**src/rtl/proc_pkg.sv**
```systemverilog
// Shared definitions for the register-file write-port arbiter:
// default widths and the round-robin priority state encoding.
package proc_pkg;

  localparam int DATA_W_DEF = 32;
  localparam int ADDR_W_DEF = 5;

  // Records which requester won most recently; the other one wins the next tie.
  typedef enum logic {
    LAST_A = 1'b0,
    LAST_B = 1'b1
  } prio_e;

endpackage

```
**src/rtl/mux_5b_2to1.sv**
```systemverilog
// 2-to-1 multiplexers used on the write-port path: the fixed 5-bit address
// mux and a width-parameterised equivalent for the write data.
module MUX_5B_2to1 (
  input  logic [4:0] d0,
  input  logic [4:0] d1,
  input  logic       sel,
  output logic [4:0] y
);
  assign y = sel ? d1 : d0;
endmodule

module mux_2to1 #(
  parameter int W = 32
) (
  input  logic [W-1:0] d0,
  input  logic [W-1:0] d1,
  input  logic         sel,
  output logic [W-1:0] y
);
  assign y = sel ? d1 : d0;
endmodule

```
**src/rtl/rr_arb2.sv**
```systemverilog
// Two-requester round-robin arbiter. req[0]/gnt[0] is requester A,
// req[1]/gnt[1] is requester B. Grants are combinational; en low blocks all.
module rr_arb2
  import proc_pkg::*;
(
  input  logic       clk,
  input  logic       rst,
  input  logic [1:0] req,
  input  logic       en,
  output logic [1:0] gnt
);

  prio_e state;
  prio_e state_next;

  always_ff @(posedge clk) begin
    if (rst) state <= LAST_B;
    else     state <= state_next;
  end

  // Every grant is a transfer, so the state follows the grant directly.
  always_comb begin
    gnt        = 2'b00;
    state_next = state;
    if (en) begin
      case (req)
        2'b01:   gnt = 2'b01;
        2'b10:   gnt = 2'b10;
        2'b11:   gnt = (state == LAST_B) ? 2'b01 : 2'b10;
        default: gnt = 2'b00;
      endcase
      if (gnt[0])      state_next = LAST_A;
      else if (gnt[1]) state_next = LAST_B;
    end
  end

endmodule

```
**src/rtl/wb_port_arbiter.sv**
```systemverilog
// Arbitrates the ALU (A) and load/multi-cycle (B) paths onto the single
// register-file write port, with one cycle of latency and full throughput.
//
// Handshake: a requester holds valid/addr/data stable until it sees ready;
// a transfer happens on any cycle where valid and ready are both high.
module wb_port_arbiter
  import proc_pkg::*;
#(
  parameter int DATA_W = DATA_W_DEF,
  parameter int ADDR_W = ADDR_W_DEF
) (
  input  logic              clk,
  input  logic              rst,
  input  logic              a_valid,
  input  logic [ADDR_W-1:0] a_addr,
  input  logic [DATA_W-1:0] a_data,
  output logic              a_ready,
  input  logic              b_valid,
  input  logic [ADDR_W-1:0] b_addr,
  input  logic [DATA_W-1:0] b_data,
  output logic              b_ready,
  input  logic              stall,
  output logic              grant_sel,
  output logic              rf_we,
  output logic [ADDR_W-1:0] rf_waddr,
  output logic [DATA_W-1:0] rf_wdata
);

  logic [1:0]        gnt;
  logic              xfer;
  logic              sel_q;
  logic              we_q;
  logic [ADDR_W-1:0] waddr_mux;
  logic [DATA_W-1:0] wdata_mux;

  rr_arb2 u_rr_arb2 (
    .clk (clk),
    .rst (rst),
    .req ({b_valid, a_valid}),
    .en  (~stall & ~rst),
    .gnt (gnt)
  );

  assign a_ready   = gnt[0];
  assign b_ready   = gnt[1];
  assign xfer      = |gnt;
  assign grant_sel = xfer ? gnt[1] : sel_q;

  generate
    if (ADDR_W == 5) begin : g_addr_mux5
      MUX_5B_2to1 u_addr_mux (
        .d0  (a_addr),
        .d1  (b_addr),
        .sel (grant_sel),
        .y   (waddr_mux)
      );
    end else begin : g_addr_muxw
      mux_2to1 #(.W(ADDR_W)) u_addr_mux (
        .d0  (a_addr),
        .d1  (b_addr),
        .sel (grant_sel),
        .y   (waddr_mux)
      );
    end
  endgenerate

  mux_2to1 #(.W(DATA_W)) u_data_mux (
    .d0  (a_data),
    .d1  (b_data),
    .sel (grant_sel),
    .y   (wdata_mux)
  );

  // Writes to register 0 are accepted but never enabled.
  always_ff @(posedge clk) begin
    if (rst) begin
      sel_q    <= 1'b0;
      we_q     <= 1'b0;
      rf_waddr <= '0;
      rf_wdata <= '0;
    end else begin
      sel_q <= grant_sel;
      we_q  <= xfer && (waddr_mux != '0);
      if (xfer) begin
        rf_waddr <= waddr_mux;
        rf_wdata <= wdata_mux;
      end
    end
  end

  // A write registered just before reset rises must not reach the file.
  assign rf_we = we_q & ~rst;

endmodule
```
**config.mk**
```make
export PLATFORM = sky130hd
export DESIGN_NAME = wb_port_arbiter
export DESIGN_NICKNAME = d
export VERILOG_FILES = /design/src/rtl/proc_pkg.sv /design/src/rtl/mux_5b_2to1.sv /design/src/rtl/rr_arb2.sv /design/src/rtl/wb_port_arbiter.sv
export SDC_FILE = /design/constraint.sdc
export NUM_CORES = 1
export LEC_CHECK = 0
export CAP_MARGIN = 20
export CELL_PAD_IN_SITES_DETAIL_PLACEMENT = 1
export CELL_PAD_IN_SITES_GLOBAL_PLACEMENT = 1
export CORE_AREA = 2 2 87 89
export CTS_CLUSTER_SIZE = 25
export DETAILED_ROUTE_END_ITERATION = 8
export DIE_AREA = 0 0 89 91
export GPL_TIMING_DRIVEN = 0
export PLACE_DENSITY_LB_ADDON = 0.1
export SETUP_SLACK_MARGIN = 0.15
export SLEW_MARGIN = 0
export SYNTH_ARGS = -nofsm -noshare
export SYNTH_HDL_FRONTEND = slang
export SYNTH_SLANG_ARGS = --single-unit
```
**constraint.sdc**
```tcl
create_clock -name clk -period 3.1 [get_ports clk]
set_clock_uncertainty 0.1 [all_clocks]
set_input_delay 0.62 -clock clk [delete_from_list [all_inputs] [get_ports clk]]
set_output_delay 0.62 -clock clk [all_outputs]
set_load 0.01 [all_outputs]
```
==> flow_summary.toml <==
[power_and_ir_drop]
switching_share = 0.2747
clkPwrFrac = 0.291
p_leak_nw = 1.148
ir_drop_mv = 0.1615
p_int_mw = 0.9214
p_sw_mw = 0.3489
p_seq_frac = 0.444
p_per_area_nw_per_um2 = 392.9
p_comb_frac = 0.265

[placement]
gp_congestion = 0.7108
place_hpwl_um = 4849
port_buffers = 118
pre_cts_ws_ns = -0.1599
dp_cells = 442

[critical_path]
r2r_end = "rf_wdata[14]$_SDFFE_PP0N_"
crit_type = "in -> out"
required_ns = 2.38
rr_worst_depth = 6
crit_start = "rst"
crit-reg2reg-launch = "u_rr_arb2.state$_SDFFE_PP1P_"
cp-start-kind = "input port"
cp_max_fo = 10
crit_path_end_kind = "primary output"
r2r_setup_slack_ns = 1.32
crit_arrival_ns = 2.13

[global_routing]
antenna_found_initial = 0
grt_max_degree = 13
gr-total-overflow = 0
grtUsageTotal = 0.1671
grt_pass1_vias = 2149
grt_pass1_wl_um = 10710

[floorplanning]
die_area_um2 = 8099
initial_core_util = 0.2563
die_x_um = 89
coreArea_um2 = 7137
die_h_um = 91
rows = 31
ioPinCount = 120

[routing]
drc = 0
via_per_inst = 4.545
post_drt_wl_per_cell_um = 14.87
dr.pass1.iters = 3
vias = 2050
dr.first_iter.drc_count = 44
ant_nets = 0
wl_um = 6706

[layout]
drive_above_1_share = 0.05682
nFillCells = 893
fin_nets = 430
layoutNonFillerInstCount = 451
diodes = 0
syn2layout_area_growth_pct = 76.74

[sta]
min_period_ns = 2.850
max_freq_mhz = 350.9
report.final.hold_viol_count = 0
finalSetupTns_ns = 0
slew_headroom = 0.6493
drv_slew = 0
worst_slew_pin_slew_ns = 0.5261
whs_ns = 0.3585
setup_viol = 0
grt_setup_unrepaired = "no"
fin_ws_ns = 0.2498
period_share = 0.9194

[synthesis]
synth_top_area_cell = "dfxtp_1"
yosysWarnings = 0
yosysSeqAreaShare = 0.4378
synthCells = 225
synth.top_cell.area_share = 0.4378
ys_seq_elements = 40
syn_area_um2 = 1829
synth_area_leaders = "dfxtp_1 (44%), o32ai_1 (15%), a21oi_1 (8.8%), nor2_1 (8.4%), inv_1 (6.6%)"
synth_fp_nets = 304
syn_area_per_cell_um2 = 8.130
synth_cell_types = 24

[cts]
path_clk_slew_ns = 0.08
clk_latency_ns = 0.29
cts_root_buffer = "clkbuf_8"
cts_tree = "yes"
clock_path_buffers = 2
cts.sinks = 40
htreeDepth = 2
cts_buffers = 5

[job]
max_cap_violations = 0

[min_path]
hold_path_end = "rf_wdata[21]$_SDFFE_PP0N_"
hold_path_depth = 2
min_from = "rf_wdata[21]$_SDFFE_PP0N_"
hold_path_class = "reg -> reg"

[outcome]
status = "completed"
## power groups by stage
stage | sequential (mW) | combinational, mW | clock, mW
final | 0.564 | 0.337 | 0.369
after CTS | 0.564 | 0.340 | 0.384
after detailed placement | 0.576 | 0.340 | 0
after global routing | 0.569 | 0.370 | 0.408
after global placement | 0.575 | 0.336 | 0
after floorplan | 0.590 | 0.119 | 0
## registers in the layout, summed over array words and instances (netlist names)
register	flops
rf_waddr	5
rf_wdata	32
sel_q	1
u_rr_arb2.state	1
we_q	1
## final cells by class
| cell class | count | area (um^2) | area share |
|---|---|---|---|
| Buffer | 20 | 92.59 | 0.02864 |
| Clock buffer | 6 | 82.58 | 0.02554 |
| Clock inverter | 2 | 10.01 | 0.003096 |
| Inverter | 32 | 120.1 | 0.03715 |
| Multi-Input combinational cell | 133 | 818.3 | 0.2531 |
| Sequential cell | 40 | 800.8 | 0.2477 |
| Tap cell | 99 | 123.9 | 0.03831 |
| Timing Repair Buffer | 119 | 1185 | 0.3665 |
## logic make-up after synthesis
| group | share of synthesized area |
|---|---|
| compound gates | 0.2845 |
| simple gates | 0.1354 |
| buf+inv | 0.1149 |
| flops | 0.4378 |
| mux | 0.02736 |
## cell usage after synthesis
| library cell | instances |
|---|---|
| nor2_1 | 41 |
| dfxtp_1 | 40 |
| a21oi_1 | 32 |
| inv_1 | 32 |
| o32ai_1 | 32 |
| clkbuf_1 | 13 |
| buf_2 | 6 |
| a211oi_1 | 5 |
| mux2i_1 | 5 |
| and3_1 | 2 |
| nand2b_1 | 2 |
| nor2b_1 | 2 |
| or4_1 | 2 |
| a2111oi_2 | 1 |
| a211o_1 | 1 |
| a32o_2 | 1 |
| and2_1 | 1 |
| buf_6 | 1 |
| nand2_1 | 1 |
| nor2_4 | 1 |
| nor3_1 | 1 |
| o21bai_1 | 1 |
| or2_2 | 1 |
| or3b_1 | 1 |
## critical path: stages
cell and delay, ns:
clkdlybuf4s50_1 0.43, or3b_1 0.37, a32o_2 0.25, buf_4 0.17
dlygate4sd2_1 0.29
## per-layer routing
layer	GRT usage	vias to the layer above	wire [um]
li1	-	1038	-
met3	0.07091	4	620
met2	0.2544	73	2978
met4	0.03358	0	31
met5	0	-	0
met1	0.2209	935	3075
## stage by stage
stage	instance area (um^2)	total power, mW	utilization
after CTS	3223	1.288	0.4516
after global routing	3233	1.347	0.4530
after floorplan	1829	0.7095	-
after global placement	3134	0.9113	0.4392
after detailed placement	3134	0.9153	0.4392
final	3233	1.270	0.4530
## what timing repair did
item                                    4_1_cts  5_1_grt
setup buffers                                 0        1
endpoints found under the hold margin         0        0
hold buffers                                  0        0
endpoints found under the setup margin        1        1
pin swaps                                     0        1
resized for setup                             3        2
## worst max path at each step
stage | endpoint | cells past startpoint | slack, ns
floorplan | grant_sel | 3 | 0.98
global placement | grant_sel | 5 | -0.16
detailed placement | grant_sel | 5 | -0.16
CTS | grant_sel | 5 | 0.17
global route | grant_sel | 5 | 0.19
finish | grant_sel | 5 | 0.25
## layout by cell type, fill, tap and decap left out, types with 2 or more instances in the layout
| cell type | count |
|---|---|
| clkdlybuf4s50_1 | 115 |
| nor2_1 | 41 |
| dfxtp_1 | 40 |
| a21oi_1 | 32 |
| inv_1 | 32 |
| o32ai_1 | 32 |
| clkbuf_1 | 13 |
| clkbuf_8 | 6 |
| buf_2 | 5 |
| mux2i_1 | 5 |
| a211oi_1 | 5 |
| dlygate4sd2_1 | 3 |
| and3_1 | 2 |
| nand2b_1 | 2 |
| buf_4 | 2 |
| nor2b_1 | 2 |
| or4_1 | 2 |
| clkinv_2 | 2 |
(Power assumes the default switching activity.)
